**src/rtl/seq_alu_if.sv**
```systemverilog
// Request/response bundle for seq_alu: operation request in, registered result
// and status flags out, each direction with its own valid/ready pair.
interface seq_alu_if #(
    parameter int WIDTH = 8
);
    logic [2:0]       Sel_i;
    logic [WIDTH-1:0] D0_i;
    logic [WIDTH-1:0] D1_i;
    logic             Valid_i;
    logic             Ready_o;
    logic [WIDTH-1:0] Q_o;
    logic             Valid_o;
    logic             Ready_i;
    logic             Carry_o;
    logic             Zero_o;
    logic             Ovf_o;
    logic             Err_o;

    // Requester / result consumer side.
    modport master (
        output Sel_i, D0_i, D1_i, Valid_i, Ready_i,
        input  Ready_o, Q_o, Valid_o, Carry_o, Zero_o, Ovf_o, Err_o
    );

    // ALU side.
    modport slave (
        input  Sel_i, D0_i, D1_i, Valid_i, Ready_i,
        output Ready_o, Q_o, Valid_o, Carry_o, Zero_o, Ovf_o, Err_o
    );
endinterface

```
**src/rtl/seq_alu.sv**
```systemverilog
// Sequential ALU: single-cycle pass/add/sub/shift ops, a WIDTH-cycle
// shift-add multiplier, and a result register held until the consumer
// takes it. One request in flight at a time.
module seq_alu #(
    parameter int WIDTH = 8,
    parameter int SHW   = $clog2(WIDTH)
) (
    input  logic      clk,
    input  logic      rstn,
    seq_alu_if.slave  bus
);
    localparam int CNT_W = $clog2(WIDTH + 1);

    typedef enum logic [1:0] {
        IDLE = 2'd0,
        MUL  = 2'd1,
        DONE = 2'd2
    } state_t;

    state_t state, state_nxt;

    // Multiplier working registers: double-width accumulator and multiplicand.
    logic [2*WIDTH-1:0] acc;
    logic [2*WIDTH-1:0] mcand;
    logic [WIDTH-1:0]   mplier;
    logic [CNT_W-1:0]   cnt;

    // Result and flag registers presented on the bus.
    logic [WIDTH-1:0] q;
    logic             carry, zero, ovf, err;

    logic             accept, mul_start, alu_load, mul_last;
    logic             ready, valid;
    logic [WIDTH-1:0] alu_q;
    logic             alu_carry, alu_err;
    logic [WIDTH:0]   sum, diff;

    assign accept    = (state == IDLE) && bus.Valid_i;
    assign mul_start = accept && (bus.Sel_i == 3'd2);
    assign alu_load  = accept && (bus.Sel_i != 3'd2);
    // All WIDTH multiplier bits consumed; this cycle moves the product out.
    assign mul_last  = (state == MUL) && (cnt == CNT_W'(WIDTH));

    // State register.
    // NOTE: sequential state uses non-blocking assignments so every flop
    // samples pre-edge values regardless of process ordering.
    always_ff @(posedge clk or negedge rstn) begin
        if (!rstn) state <= IDLE;
        else       state <= state_nxt;
    end

    // Next-state logic.
    // NOTE: default assignment first so no path leaves state_nxt unassigned,
    // which would otherwise infer a latch.
    always_comb begin
        state_nxt = state;
        case (state)
            IDLE:    if (bus.Valid_i) state_nxt = (bus.Sel_i == 3'd2) ? MUL : DONE;
            MUL:     if (mul_last)    state_nxt = DONE;
            DONE:    if (bus.Ready_i) state_nxt = IDLE;
            default: state_nxt = IDLE;
        endcase
    end

    // Handshake outputs decoded from state.
    always_comb begin
        ready = (state == IDLE);
        valid = (state == DONE);
    end

    // Single-cycle operations evaluated on the live request inputs.
    always_comb begin
        sum       = {1'b0, bus.D0_i} + {1'b0, bus.D1_i};
        diff      = {1'b0, bus.D0_i} - {1'b0, bus.D1_i};
        alu_q     = '0;
        alu_carry = 1'b0;
        alu_err   = 1'b0;
        case (bus.Sel_i)
            3'd0: alu_q = bus.D0_i;
            3'd1: begin
                alu_q     = sum[WIDTH-1:0];
                alu_carry = sum[WIDTH];
            end
            3'd3: begin
                // Top bit of the widened difference is the unsigned borrow.
                alu_q     = diff[WIDTH-1:0];
                alu_carry = diff[WIDTH];
            end
            3'd4:       alu_q = bus.D0_i << bus.D1_i[SHW-1:0];
            3'd5:       alu_q = bus.D0_i >> bus.D1_i[SHW-1:0];
            3'd6, 3'd7: alu_err = 1'b1;
            default:    alu_q = '0;
        endcase
    end

    // Shift-add multiplier: one multiplier bit per cycle, LSB first.
    always_ff @(posedge clk or negedge rstn) begin
        if (!rstn) begin
            acc    <= '0;
            mcand  <= '0;
            mplier <= '0;
            cnt    <= '0;
        end else if (mul_start) begin
            acc    <= '0;
            mcand  <= {{WIDTH{1'b0}}, bus.D0_i};
            mplier <= bus.D1_i;
            cnt    <= '0;
        end else if ((state == MUL) && !mul_last) begin
            if (mplier[0]) acc <= acc + mcand;
            mcand  <= mcand << 1;
            mplier <= mplier >> 1;
            cnt    <= cnt + CNT_W'(1);
        end
    end

    // Result register: loads only when entering DONE, otherwise holds.
    always_ff @(posedge clk or negedge rstn) begin
        if (!rstn) begin
            q     <= '0;
            carry <= 1'b0;
            zero  <= 1'b1;
            ovf   <= 1'b0;
            err   <= 1'b0;
        end else if (alu_load) begin
            q     <= alu_q;
            carry <= alu_carry;
            zero  <= (alu_q == '0);
            ovf   <= 1'b0;
            err   <= alu_err;
        end else if (mul_last) begin
            q     <= acc[WIDTH-1:0];
            carry <= 1'b0;
            zero  <= (acc[WIDTH-1:0] == '0);
            ovf   <= |acc[2*WIDTH-1:WIDTH];
            err   <= 1'b0;
        end
    end

    assign bus.Ready_o = ready;
    assign bus.Valid_o = valid;
    assign bus.Q_o     = q;
    assign bus.Carry_o = carry;
    assign bus.Zero_o  = zero;
    assign bus.Ovf_o   = ovf;
    assign bus.Err_o   = err;
endmodule

```
**src/flat_wrapper.sv**
```systemverilog
// flat-port wrapper written by rule: the top's interface ports become plain ports
module seq_alu_flat 
#(
    parameter int WIDTH = 8,
    parameter int SHW   = $clog2(WIDTH)
)
  (clk, rstn, bus_Sel_i, bus_D0_i, bus_D1_i, bus_Valid_i, bus_Ready_i, bus_Ready_o, bus_Q_o, bus_Valid_o, bus_Carry_o, bus_Zero_o, bus_Ovf_o, bus_Err_o);
  seq_alu_if #(.WIDTH(WIDTH)) bus_i ();
  input  logic clk;
  input  logic rstn;
  input wire logic [$bits(bus_i.Sel_i)-1:0] bus_Sel_i;
  input wire logic [$bits(bus_i.D0_i)-1:0] bus_D0_i;
  input wire logic [$bits(bus_i.D1_i)-1:0] bus_D1_i;
  input wire logic [$bits(bus_i.Valid_i)-1:0] bus_Valid_i;
  input wire logic [$bits(bus_i.Ready_i)-1:0] bus_Ready_i;
  output wire logic [$bits(bus_i.Ready_o)-1:0] bus_Ready_o;
  output wire logic [$bits(bus_i.Q_o)-1:0] bus_Q_o;
  output wire logic [$bits(bus_i.Valid_o)-1:0] bus_Valid_o;
  output wire logic [$bits(bus_i.Carry_o)-1:0] bus_Carry_o;
  output wire logic [$bits(bus_i.Zero_o)-1:0] bus_Zero_o;
  output wire logic [$bits(bus_i.Ovf_o)-1:0] bus_Ovf_o;
  output wire logic [$bits(bus_i.Err_o)-1:0] bus_Err_o;
  assign bus_i.Sel_i = bus_Sel_i;
  assign bus_i.D0_i = bus_D0_i;
  assign bus_i.D1_i = bus_D1_i;
  assign bus_i.Valid_i = bus_Valid_i;
  assign bus_i.Ready_i = bus_Ready_i;
  assign bus_Ready_o = bus_i.Ready_o;
  assign bus_Q_o = bus_i.Q_o;
  assign bus_Valid_o = bus_i.Valid_o;
  assign bus_Carry_o = bus_i.Carry_o;
  assign bus_Zero_o = bus_i.Zero_o;
  assign bus_Ovf_o = bus_i.Ovf_o;
  assign bus_Err_o = bus_i.Err_o;
  seq_alu #(.WIDTH(WIDTH), .SHW(SHW)) u_core (.clk(clk), .rstn(rstn), .bus(bus_i));
endmodule
```
**config.mk**
```make
export PLATFORM = sky130hd
export DESIGN_NAME = seq_alu_flat
export DESIGN_NICKNAME = d
export VERILOG_FILES = /design/src/rtl/seq_alu_if.sv /design/src/rtl/seq_alu.sv /design/src/flat_wrapper.sv
export SDC_FILE = /design/constraint.sdc
export NUM_CORES = 1
export LEC_CHECK = 0
export BUFFER_PORTS_ARGS = -buffer_cell sky130_fd_sc_hd__buf_2
export CORE_MARGIN = 3
export CORE_UTILIZATION = 35
export DETAILED_ROUTE_END_ITERATION = 8
export GPL_TIMING_DRIVEN = 0
export HOLD_SLACK_MARGIN = 0.08
export MAX_ROUTING_LAYER = met4
export SETUP_SLACK_MARGIN = 0.2
export SYNTH_ARGS = -nofsm -noshare
export SYNTH_HDL_FRONTEND = slang
export SYNTH_SLANG_ARGS = --single-unit
```
**constraint.sdc**
```tcl
create_clock -name clk -period 6.7 [get_ports clk]
set_clock_uncertainty 0.2 [all_clocks]
set_input_delay 0.335 -clock clk [delete_from_list [all_inputs] [get_ports clk]]
set_output_delay 0.335 -clock clk [all_outputs]
set_load 0.005 [all_outputs]
```
==> flow_metrics.tcl, run 1 <==
set metrics [dict create \
    end_kind "flop" \
    r2r-start "u_core.acc[0]" \
    antenna_found_initial 0 \
    worstPathRequired_ps 6730 \
    fin_ws_ps 3610 \
    dp_hpwl_um 9850 \
    min_period_ps 3090 \
    cpPeakStageDelay_ps 580 \
    syn_nets 602 \
    path_class "in -> reg" \
    grt_usage 0.189 \
    worst_pin_slew_ps 747 \
    rsz0062_at_grt "no" \
    syn-cell-area_um2 4610 \
    cp.arrival_ps 3120 \
    cts_buffers 9 \
    pre_cts_ws_ps 3290 \
    synth-seq-cells 58 \
    finalNetCount 650 \
    ys_warn_count 0 \
    critPathSlowestCell "or4_4" \
    route.detailed.drc 0 \
    h-tree-depth 3 \
    netlist_instances 541 \
    synth_cell_types 69 \
    r2r.worst_path.cells 11 \
    met1_length_um 6150 \
    crit_start "bus_D1_i[2]" \
    stdcell_area_um2 5340 \
    grt_overflow 0 \
    num_io_pins 37 \
    grt_pass1_wl_um 21300 \
    area_growth_pct 15.8 \
    setup_viol_count_final 0 \
    crit_path_cell_trace "buf_2, clkbuf_8, clkinv_1, ha_1, a21o_1, a21oi_1, nor2_1, a21oi_1, xnor2_1, o221ai_1, or4_4, o41ai_2" \
    clockBufferDepth 2 \
    crit_top_cell "a21oi_1" \
    antenna_cells 0 \
    core_area_um2 12700 \
    drive_gt1_frac 0.131 \
    holdCritPathClass "in -> reg" \
    yosysTopAreaCell "dfrtp_1" \
    wl_met2_um 5920 \
    startpoint_type "input pin" \
    endpoint "u_core.bus.Zero_o" \
    wl_met3_um 850 \
    cts_tree "done" \
    final.hold.worst_slack_ps 111 \
    fillCellCount 1296 \
    first_pass_iters 5 \
    synthTopCellsByArea "dfrtp_1 (31%), ha_1 (9.5%), nand2_1 (6.3%)" \
    status "complete, no violations" \
    viasPerCell 5.59 \
    pwr_density_cell_nw_per_um2 368 \
    num_rows 41 \
    drv_cap 0 \
    top_layer_used "met4" \
    final_cell_mix "nand2_1 (77), dfrtp_1 (57), nor2_1 (53), o21ai_0 (38), a21oi_1 (37)" \
    ff2ff_setup_slack_ps 3650 \
    max-vdd-ir-drop_mv 0.178 \
    netlist.area_leader.share 0.310 \
    r2r_end "u_core.acc[14]" \
    avgSynthCellArea_um2 8.52 \
    drt_iter0_markers 316 \
    die-width_um 121 \
    setup_tns_ps 0 \
    grt_max_degree 59 \
    synth_seq_area_share 0.315 \
    clock_sinks 58 \
    period_share 0.461 \
    vias 4281 \
    yosys_most_used_dff "dfrtp_1" \
    routed_wl_um 13100 \
    final-hold-violation-count 0 \
    slew_viol_final 0 \
    p_leak_nw 2.43 \
    synth_edf_count 0 \
    dieArea_um2 14600 \
    cp_max_fo 10 \
    initial_core_util 0.362 \
    io_buffers 36 \
    postRouteAntennaNets 0 \
    place_congestion 0.891 \
    fmaxAchievable_ghz 0.324 \
    slew_headroom 0.502 \
    async_flop_share 1.00 \
    path_clk_slew_ps 50 \
    root_buffer "clkbuf_16" \
    insertion_delay_ps 330 \
    grt_pass1_vias 3966 \
    dpl_cell_area_um2 5000 \
    layout_commonest_cell "nand2_1" \
    wire_per_inst_um 17.1 \
    fp.dieH_um 121 \
]
critical path, delay by kind of cell:
family / cells / cell delay (ps)
compound gates: 5 / 990
buf+inv: 3 / 490
fa+ha+maj: 1 / 440
simple gates: 2 / 650
xor+xnor: 1 / 190
cell families (layout without fill, tap and decap cells):
group           after synthesis  count (layout)  share of synthesized area
simple gates                200             200                      0.198
compound gates              146             146                      0.205
flops                        58              58                      0.315
buf+inv                      52             105                     0.0551
fa+ha+maj                    38              38                      0.108
mux                          28              28                     0.0828
xor+xnor                     19              19                     0.0361
power breakdown:
group	total [mW]	internal [mW]	switching [mW]
clock	0.492	0.334	0.158
combinational	0.821	0.371	0.450
sequential	0.649	0.506	0.143
per-layer routing:
metal / GRT usage / vias up
met4: 0.0411 / 0
met2: 0.283 / 159
met3: 0.0412 / 20
met1: 0.265 / 2074
met5: - / -
li1: - / 2028
area by class of cell:
cell class	instances	area, um^2	area share
clock inverters	5	77.6	0.0145
plain buffers	25	153	0.0286
well taps	172	215	0.0403
inverters	27	101	0.0190
repair buffers	37	193	0.0361
flip-flops and latches	58	1450	0.272
clock buffers	11	243	0.0455
multi-input cells	431	2900	0.544
repair_timing:
action	in CTS	in global routing
hold buffers	0	1
buffers inserted	0	0
resized for setup	0	0
endpoints found under the hold margin	0	57
sequential cells by signal (all words and copies together), names as in the netlist:
signal	cells
u_core.acc	16
u_core.bus.Carry_o	1
u_core.bus.Err_o	1
u_core.bus.Ovf_o	1
u_core.bus.Q_o	8
u_core.bus.Zero_o	1
u_core.cnt	4
u_core.mcand	16
u_core.mplier	8
u_core.state	2
stage by stage:
step / utilization / total power [mW] / cells
6_report: 0.419 / 1.96 / 766
5_1_grt: 0.419 / 2.12 / 766
4_1_cts: 0.418 / 1.97 / 765
3_5_place_dp: 0.393 / 1.47 / 749
3_3_place_gp: 0.393 / 1.44 / 749
2_1_floorplan: - / 1.22 / 541
cell usage after synthesis, types with 3 or more instances:
cell type and count:
a21o_1 5, a21oi_1 37, a22oi_1 3, a31oi_1 17, and2_1 3, buf_1 4
clkbuf_1 14, clkbuf_8 5, dfrtp_1 57, fa_1 3, ha_1 35, inv_1 25
mux2i_1 19, mux4_1 3, mux4_2 4, nand2_1 77, nand2b_1 10, nand3_1 25
nand4_1 3, nor2_1 53, nor2b_1 4, nor3_1 5, nor4_1 4, o211ai_1 3
o21a_1 3, o21ai_0 38, o21bai_1 6, o221ai_1 3, or3_1 5, xnor2_1 7
xor2_1 12
how the worst min path moves through the flow:
stage,startpoint,to,cells past startpoint
floorplan,rstn,u_core.acc[0],0
global placement,u_core.mplier[1],u_core.mplier[1],2
detailed placement,u_core.mplier[1],u_core.mplier[1],2
CTS,bus_D1_i[3],u_core.mplier[3],3
global route,bus_D1_i[3],u_core.mplier[3],3
finish,bus_D1_i[5],u_core.mplier[5],3
(Power assumes the default switching activity.)
==> run 2: changes to the inputs <==
--- a/config.mk
+++ b/config.mk
@@ -5,6 +5,7 @@
 export SDC_FILE = /design/constraint.sdc
 export NUM_CORES = 1
 export LEC_CHECK = 0
+export ABC_AREA = 1
 export BUFFER_PORTS_ARGS = -buffer_cell sky130_fd_sc_hd__buf_2
 export CORE_MARGIN = 3
 export CORE_UTILIZATION = 35
==> constraint.sdc (replaced) <==
create_clock -name clk -period 2.6 [get_ports clk]
set_clock_uncertainty 0.2 [all_clocks]
set_input_delay 0.13 -clock clk [delete_from_list [all_inputs] [get_ports clk]]
set_output_delay 0.13 -clock clk [all_outputs]
set_load 0.005 [all_outputs]
==> flow_metrics.tcl, run 2 <==
set metrics [dict create \
    holdCritPathClass "in -> reg" \
    netlist_instances 646 \
    vias 4628 \
    yosysTopAreaCell "dfrtp_1" \
    met2_usage 0.326 \
    r2r.worst_path.cells 16 \
    postRouteAntennaNets 0 \
    h-tree-depth 3 \
    layout_commonest_cell "nand2_1" \
    top_usage_layer "met2" \
    num_io_pins 37 \
    dieArea_um2 14400 \
    synth-seq-cells 58 \
    fp.dieH_um 120 \
    routed_wl_um 13400 \
    period_share 0.873 \
    root_buffer "clkbuf_16" \
    wire_per_inst_um 15.0 \
    drive_gt1_frac 0.169 \
    yosys_most_used_dff "dfrtp_1" \
    netlist.area_leader.share 0.314 \
    synth.most_common_cell "nand2_1" \
    ff2ff_setup_slack_ps 330 \
    grt_usage 0.199 \
    final-hold-violation-count 0 \
    async_flop_share 1.00 \
    slew_headroom 0.404 \
    finalNetCount 778 \
    p_leak_nw 2.83 \
    drv_cap 0 \
    use_met3 0.0212 \
    cpPeakStageDelay_ps 520 \
    place_congestion 0.905 \
    synthTopCellsByArea "dfrtp_1 (31%), nand2_1 (13%), nand3_1 (9.8%)" \
    cp_max_fo 9 \
    path_clk_slew_ps 50 \
    end_kind "flop" \
    initial_core_util 0.359 \
    grt_overflow 0 \
    synthTopCellsByCount "nand2_1 (159), nand3_1 (89), inv_1 (77), dfrtp_1 (57), nor2_1 (46)" \
    area_growth_pct 22.3 \
    critPathSlowestCell "dlygate4sd3_1" \
    syn_nets 707 \
    insertion_delay_ps 330 \
    finalPower_mw 4.53 \
    worstPathRequired_ps 2660 \
    num_rows 41 \
    hold_depth 4 \
    die-width_um 120 \
    io_buffers 36 \
    clock_sinks 58 \
    route.detailed.drc 0 \
    antenna_cells 0 \
    antenna_found_initial 0 \
    ys_warn_count 0 \
    grt_pass1_vias 4536 \
    first_pass_iters 4 \
    syn-cell-area_um2 4550 \
    core_area_um2 12700 \
    grt_pass1_wl_um 22300 \
    setup_viol_count_final 0 \
    cts_tree "done" \
    met1_usage 0.252 \
    dp.cells 854 \
    startpoint_type "input pin" \
    max-vdd-ir-drop_mv 0.316 \
    dp_hpwl_um 10100 \
    fmaxAchievable_ghz 0.441 \
    synth_seq_area_share 0.319 \
    crit_path_cell_trace "dlygate4sd3_1, buf_2, inv_1, ha_1, buf_4, inv_1, a21oi_2, nand4_1, nand3_1, nand3_2, nor2_4, nand3_1, a21oi_1" \
    top_regs "u_core.acc: 16 flops, u_core.mcand: 16 flops" \
    slew_viol_final 0 \
    cp.arrival_ps 2330 \
    setup_tns_ps 0 \
    synth_edf_count 0 \
    rsz0062_at_grt "no" \
    synth_cell_types 42 \
    cts_buffers 9 \
    grt_max_degree 59 \
    stdcell_count 894 \
    clockBufferDepth 2 \
    avgSynthCellArea_um2 7.04 \
    status "complete, no violations" \
    min_period_ps 2270 \
    viasPerCell 5.18 \
    path_class "in -> reg" \
    drt_iter0_markers 221 \
    final_cell_mix "nand2_1 (157), nand3_1 (86), inv_1 (76), dfrtp_1 (57)" \
    utilization 0.439 \
    worst_pin_slew_ps 887 \
    pwr_density_cell_nw_per_um2 814 \
]
-- run 2: cell families after synthesis --
| logic type | after synthesis | share of synthesized area |
|---|---|---|
| xor gates and xnor gates | 5 | 0.00963 |
| adders and majority gates | 38 | 0.109 |
| buffers and inverters | 103 | 0.0960 |
| and+or+nand+nor | 324 | 0.312 |
| DFF | 58 | 0.319 |
| AOI/OAI and AO/OA | 118 | 0.154 |
-- run 2: power by group --
group	leakage [nW]	switching [mW]	total (mW)	internal, mW
clock	0.143	0.393	1.11	0.719
combinational	1.93	1.14	1.87	0.727
sequential	0.756	0.268	1.55	1.28
total	2.83	1.81	4.53	2.72
-- run 2: final timing paths --
check | from | end
worst max-delay path | bus_D1_i[4] | u_core.bus.Zero_o
worst min-delay path | bus_D1_i[0] | u_core.mplier[0]
worst max register to register | u_core.mcand[0] | u_core.acc[12]
worst min register to register | u_core.bus.Carry_o | u_core.bus.Carry_o
max in group asynchronous | rstn | u_core.bus.Q_o[0]
min in group asynchronous | rstn | u_core.acc[13]
-- run 2: timing repair --
item,4_1_cts,5_1_grt
setup buffers,0,6
pin swaps,0,8
endpoints found under the hold margin,73,0
resized for setup,2,34
endpoints found under the setup margin,10,13
hold buffers,18,0
-- run 2: metrics by stage --
stage	instance area, um^2	worst slack, ps	hold WS (ps)
after detailed placement	4940	56.1	113
after global routing	5560	197	147
final	5560	331	125
after floorplan	4550	405	-366
after global placement	4940	65.2	107
after CTS	5410	183	111
-- run 2: metal layers --
layer	routed length [um]	part of all wire	vias to the layer above
li1	-	-	2315
met1	6030	0.45	2162
met2	6380	0.48	124
met3	581	0.043	27
met4	427	0.032	0
met5	0	0	-
-- run 2: critical path: cells and delay by family --
kind | cells | cell delay [ps]
AO/OA/AOI/OAI | 2 | 290
adder cells (fa/ha/maj) | 1 | 260
buffers and inverters | 5 | 1000
AND/OR/NAND/NOR | 5 | 630
-- run 2: final cells by class --
class,instances,area [um^2]
fillers,1322,7110
multi-input cells,485,2760
flip-flops and latches,58,1450
repair buffers,60,410
inverters,86,325
clock buffers,14,274
well taps,172,215
plain buffers,17,116
clock inverters,2,10.0
